<file path="src/rtl/stage_ex.sv">
// stage_ex: signed 24-bit execute stage; registers ALU result and a merged PSTATE flag write
module stage_ex (
  input  logic        iw_clk,
  input  logic        iw_rst,
  input  logic        iw_stall,
  input  logic        iw_flush,
  input  logic [7:0]  iw_opc,
  input  logic [23:0] iw_instr,
  input  logic [11:0] iw_imm12_val,
  input  logic [3:0]  iw_cc,
  input  logic [3:0]  iw_tgt_gp,
  input  logic        iw_tgt_gp_we,
  input  logic [23:0] iw_tgt_gp_val,
  input  logic [23:0] iw_src_gp_val,
  input  logic [47:0] iw_src_sr_val,
  input  logic [47:0] iw_pstate_val,
  output logic [7:0]  ow_opc,
  output logic [3:0]  ow_tgt_gp,
  output logic        ow_tgt_gp_we,
  output logic [23:0] ow_result,
  output logic        ow_sr_aux_we,
  output logic [1:0]  ow_sr_aux_addr,
  output logic [47:0] ow_sr_aux_result
);
  localparam logic [7:0] NEGSR = 8'h10, ADDSR = 8'h11, SUBSR = 8'h12, SHRSR = 8'h13,
                         CMPSR = 8'h14, TSTSR = 8'h15, ADDSI = 8'h20, SUBSI = 8'h21,
                         SHRSI = 8'h22, CMPSI = 8'h23, MOVSI = 8'h24, MCCSI = 8'h25;
  localparam logic [3:0] CC_AL = 4'd0, CC_EQ = 4'd1, CC_NE = 4'd2, CC_LT = 4'd3, CC_GE = 4'd4,
                         CC_MI = 4'd5, CC_PL = 4'd6, CC_CS = 4'd7, CC_CC = 4'd8;
  logic [23:0] t, b, imm12, imm8, shr, r, f;
  logic [24:0] sum, dif;
  logic [4:0]  sh;
  logic [3:0]  fl;
  logic [47:0] p;
  logic        shc, taken, wr, sr_we, set_zn, set_c, set_v, c_f, v_f;
  assign t     = iw_tgt_gp_val;
  assign imm12 = {{12{iw_imm12_val[11]}}, iw_imm12_val};
  assign imm8  = {{16{iw_instr[7]}}, iw_instr[7:0]};
  // all immediate-form opcodes live in the 0x2x row
  assign b     = iw_opc[7:4] == 4'h2 ? imm12 : iw_src_gp_val;
  assign sum   = {1'b0, t} + {1'b0, b};
  assign dif   = {1'b0, t} - {1'b0, b};
  assign sh    = b[4:0];
  assign shr   = $signed(t) >>> sh;
  assign shc   = sh == 5'd0 ? 1'b0 : sh > 5'd24 ? t[23] : t[sh - 5'd1];
  assign fl    = iw_src_sr_val[3:0];
  assign ow_sr_aux_addr = 2'd2;
  always_comb begin
    case (iw_cc)
      CC_AL:   taken = 1'b1;
      CC_EQ:   taken = fl[0];
      CC_NE:   taken = !fl[0];
      CC_LT:   taken = fl[1] ^ fl[3];
      CC_GE:   taken = !(fl[1] ^ fl[3]);
      CC_MI:   taken = fl[1];
      CC_PL:   taken = !fl[1];
      CC_CS:   taken = fl[2];
      CC_CC:   taken = !fl[2];
      default: taken = 1'b0;
    endcase
  end
  always_comb begin
    r = '0;
    wr = 1'b1;
    sr_we = 1'b1;
    set_zn = 1'b1;
    set_c = 1'b0;
    set_v = 1'b0;
    c_f = 1'b0;
    v_f = 1'b0;
    case (iw_opc)
      NEGSR: begin
        r = -t;
        c_f = |t;
        v_f = t == 24'h800000;
        set_c = 1'b1;
        set_v = 1'b1;
      end
      ADDSR, ADDSI: begin
        r = sum[23:0];
        c_f = sum[24];
        v_f = t[23] == b[23] && sum[23] != t[23];
        set_c = 1'b1;
        set_v = 1'b1;
      end
      SUBSR, SUBSI: begin
        r = dif[23:0];
        c_f = dif[24];
        v_f = t[23] != b[23] && dif[23] != t[23];
        set_c = 1'b1;
        set_v = 1'b1;
      end
      SHRSR, SHRSI: begin
        r = shr;
        c_f = shc;
        set_c = 1'b1;
      end
      CMPSR, CMPSI: begin
        wr = 1'b0;
        c_f = dif[24];
        v_f = $signed(t) < $signed(b);
        set_c = 1'b1;
        set_v = 1'b1;
      end
      TSTSR: wr = 1'b0;
      MOVSI: r = imm12;
      MCCSI: begin
        r = taken ? imm8 : '0;
        wr = taken;
        sr_we = taken;
      end
      default: begin
        wr = 1'b0;
        sr_we = 1'b0;
        set_zn = 1'b0;
      end
    endcase
    f = iw_opc == CMPSR || iw_opc == CMPSI ? dif[23:0] : iw_opc == TSTSR ? t : r;
    p = iw_pstate_val;
    if (set_zn) p[1:0] = {f[23], f == 24'd0};
    if (set_c) p[2] = c_f;
    if (set_v) p[3] = v_f;
  end
  always_ff @(posedge iw_clk) begin
    if (iw_rst || (!iw_stall && iw_flush)) begin
      ow_opc <= '0;
      ow_tgt_gp <= '0;
      ow_tgt_gp_we <= 1'b0;
      ow_result <= '0;
      ow_sr_aux_we <= 1'b0;
      ow_sr_aux_result <= '0;
    end else if (!iw_stall) begin
      ow_opc <= iw_opc;
      ow_tgt_gp <= iw_tgt_gp;
      ow_tgt_gp_we <= wr && iw_tgt_gp_we;
      ow_result <= r;
      ow_sr_aux_we <= sr_we;
      ow_sr_aux_result <= p;
    end
  end
endmodule

</file>
<file path="config.mk">
export PLATFORM = sky130hd
export DESIGN_NAME = stage_ex
export DESIGN_NICKNAME = d
export VERILOG_FILES = /design/src/rtl/stage_ex.sv
export SDC_FILE = /design/constraint.sdc
export NUM_CORES = 1
export LEC_CHECK = 0
export BUFFER_PORTS_ARGS = -buffer_cell sky130_fd_sc_hd__buf_2
export CAP_MARGIN = 20
export CORE_MARGIN = 4
export CORE_UTILIZATION = 54
export DETAILED_ROUTE_END_ITERATION = 10
export PLACE_DENSITY_LB_ADDON = 0.1
export SKIP_LAST_GASP = 1
export SLEW_MARGIN = 10
export SYNTH_ARGS = -nofsm -noshare
export SYNTH_HDL_FRONTEND = slang
export SYNTH_SLANG_ARGS = --single-unit
</file>
<file path="constraint.sdc">
create_clock -name iw_clk -period 7.1 [get_ports iw_clk]
set_clock_uncertainty 0.15 [all_clocks]
set_input_delay 1.065 -clock iw_clk [delete_from_list [all_inputs] [get_ports iw_clk]]
set_output_delay 1.065 -clock iw_clk [all_outputs]
set_load 0.02 [all_outputs]
</file>
==> results by group <==
Die
  – Die Span Y: 143 microns
  – Die area: 20600 sq um
  – Starting Density: 0.550
  – Overall die width: 143 microns
  – CORE AREA: 18000 sq um
  – I/O pin total: 289
  – Cell row count: 49

Detailed routing
  – Initial DRC count: 1272
  – Drc violations: 0
  – Post-Route WL: 38.4 mm
  – Detailed-route via count: 11700
  – Avg WL per Cell: 21.6 microns
  – Router iterations before antenna repair: 6
  – Via/cell ratio: 6.60
  – DRT antenna net count: 0

Place
  – Place WS: 0.684 ns
  – Port Buffers: 226
  – GP Congestion: 1.08
  – Dpl hpwl: 29.7 mm

Timing
  – Max-slew violations: 0
  – Period utilisation layout: 0.865
  – RSZ-0062 raised after global routing: no
  – Finish-stage setup viols: 0
  – Min Tclk post-route: 6.14 ns
  – Worst hold slack: 0.313 ns
  – Final setup margin: 0.961 ns
  – Final Hold Vio Count: 0
  – Setup_tns: 0 ns
  – F_max: 0.163 GHz
  – Slew Limit Headroom: 0.418
  – Worst Tran Pin Value: 0.866 ns

CTS
  – H-Tree Depth: 3
  – CTS Buffer Depth: 2
  – Num CTS Buffers: 9
  – Post-CTS setup repair buffer count: 0
  – CTS root buffer: clkbuf_16
  – Post-CTS sizing: 0
  – Clock slew at reported path FFs: 0.06 ns
  – Cts hold-fix bufs: 0
  – CTS tree: done
  – Worst-Skew Late Latency: 0.33 ns
  – CTS Sinks: 86

Setup path
  – Crit start category: input port
  – WP data required: 7.19 ns
  – Worst-path fanout max: 37
  – Crit Path Category: in2reg
  – Arrival time at the worst endpoint: 6.23 ns
  – Crit end category: flip-flop

Pwr
  – Pwr dens: 152 nW/um^2
  – LEAKAGE: 5.36 nW
  – VDD IR max: 0.000179 V

Synth
  – Synth warn: 0
  – Async SR Flop Fraction: 0
  – Syn Inst Count: 1359
  – Sequential fraction of the synthesis area: 0.174
  – Main synth FF type: dfxtp_1
  – Number of synthesized flops with an enable pin: 0
  – Post-synthesis cell type count: 94
  – Syn_nets: 1612
  – Post-Syn Area: 9910 sq um
  – #FFs+latches synth: 86
  – Avg Inst Size Synth: 7.29 sq um

Cells and area
  – Final #Nets: 1798
  – Finished Core Util: 0.643
  – Antenna diodes: 0
  – Syn-to-layout area delta: 16.9%
  – Share of post-route cells with drive strength above 1: 0.213
  – Fillcell total: 1649

Outcome
  – Status: complete, no violations

Worst hold path
  – Min-delay worst type: reg2reg

GRT
  – Initial antenna violation count: 0
  – Number of global-route vias before repair: 10600
  – Global route overflow: 0
  – Pin count of the biggest net entering global routing: 53
  – First-pass GRT wire length: 58.0 mm
  – Tot GR Track Use: 0.356

Run
  – MaxCap Viol Count: 0
## cell usage in the layout (no fill, tap or decap), types with 6 or more instances in the layout
master     count
mux2_2         7
a31oi_1       17
nand2_1      132
and2_1         8
or4_1          8
a221oi_1      20
a2111oi_0     10
a211oi_1      25
o31ai_1       11
a211o_1        6
nand3_1       20
nand2b_1      15
buf_4         44
and3_1        10
o21ai_0       66
nor4_1        25
nor3_1        35
o21bai_1       6
nor2_1       175
mux2i_1      104
clkbuf_16      9
o21a_1         6
dfxtp_1       86
nand4_1       11
or3_1          9
a221o_1        6
xnor2_1       28
xor2_1        15
ha_1          51
nor2b_1       12
inv_1         58
a22oi_1       14
o221ai_1      10
a21oi_1       95
a311oi_1       7
buf_2        226
a21o_1        14
o22ai_1        6
o211ai_1      14
mux4_2         6
## path summary, 6_finish.rpt
check                                          from                   to  slack [ns]  depth (start not counted)
worst max-delay path                      iw_opc[4]  ow_sr_aux_result[0]        0.96                         17
worst min-delay path                  ow_result[23]        ow_result[23]        0.31                          2
worst max register to register  ow_sr_aux_result[0]  ow_sr_aux_result[0]        6.17                          4
worst min register to register        ow_result[23]        ow_result[23]        0.31                          2
## per-layer routing
metal  share of wire  track usage  wire (microns)  up-vias
met5               0            0               0        -
met2            0.45        0.548           17100      703
li1                -            -               -     5441
met3            0.11       0.0855            4050      102
met1            0.41        0.481           15600     5489
met4           0.042        0.138            1620        0
## cell families after synthesis
| group | count (synthesis) | share of synthesized area |
|---|---|---|
| adders and majority gates | 53 | 0.0674 |
| DFF | 86 | 0.174 |
| and+or+nand+nor | 495 | 0.240 |
| AOI/OAI and AO/OA | 399 | 0.280 |
| other | 2 | 0.000758 |
| xor gates and xnor gates | 43 | 0.0380 |
| buffers and inverters | 159 | 0.0644 |
| muxes | 122 | 0.135 |
## cell type report
class                   instances  area, sq um  area share
multi-input cells            1114         7560       0.653
inverters                      62          233      0.0201
clock buffers                  11          253      0.0218
repair buffers                272         1470       0.127
well taps                     229          287      0.0247
flip-flops and latches         86         1720       0.149
clock inverters                 4         56.3     0.00486
## cell usage after synthesis (14+ instances only)
master	count	area [sq um]
o21ai_0	67	335
a21o_1	15	113
nand2b_1	15	93.8
a22oi_1	14	105
xnor2_1	28	245
a21oi_1	95	475
a211oi_1	26	195
nor2_1	175	657
o211ai_1	14	105
nand3_1	20	100
dfxtp_1	86	1720
nor3_1	35	175
ha_1	51	638
xor2_1	15	131
nand2_1	132	495
nor4_1	25	156
a221oi_1	20	175
mux2i_1	104	1040
a31oi_1	17	106
clkbuf_1	80	300
inv_1	58	218
## worst max-delay path, stage by stage
cell and delay (ns):
buf_2 0.16, or4b_4 0.83, mux2_4 0.52, ha_1 0.27
fa_1 0.41, a21o_1 0.24, a221oi_1 0.36, nor2b_1 0.16
a221oi_1 0.27, buf_4 0.17, o311ai_0 0.19, a211o_1 0.35
a21oi_1 0.23, mux2i_1 0.10, a221oi_1 0.33, o2111ai_1 0.22
o41ai_2 0.32
## metrics by stage
| step | total power [mW] | instances | instance area (sq um) |
|---|---|---|---|
| 2_1_floorplan | 1.02 | 1359 | 9910 |
| 3_3_place_gp | 1.26 | 1760 | 11300 |
| 3_5_place_dp | 1.27 | 1760 | 11300 |
| 4_1_cts | 1.75 | 1775 | 11600 |
| 5_1_grt | 1.85 | 1778 | 11600 |
| 6_report | 1.76 | 1778 | 11600 |
## where the power goes
part           switching, mW  internal (mW)
combinational          0.489          0.286
sequential           0.00946          0.503
clock                  0.185          0.291
total                  0.683           1.08
## sequential cells by signal, summed over array words and instances, names as in the netlist
name	cells
ow_opc	8
ow_sr_aux_result	48
ow_sr_aux_we	1
ow_tgt_gp	4
ow_result	24
ow_tgt_gp_we	1
(Power assumes the default switching activity.)
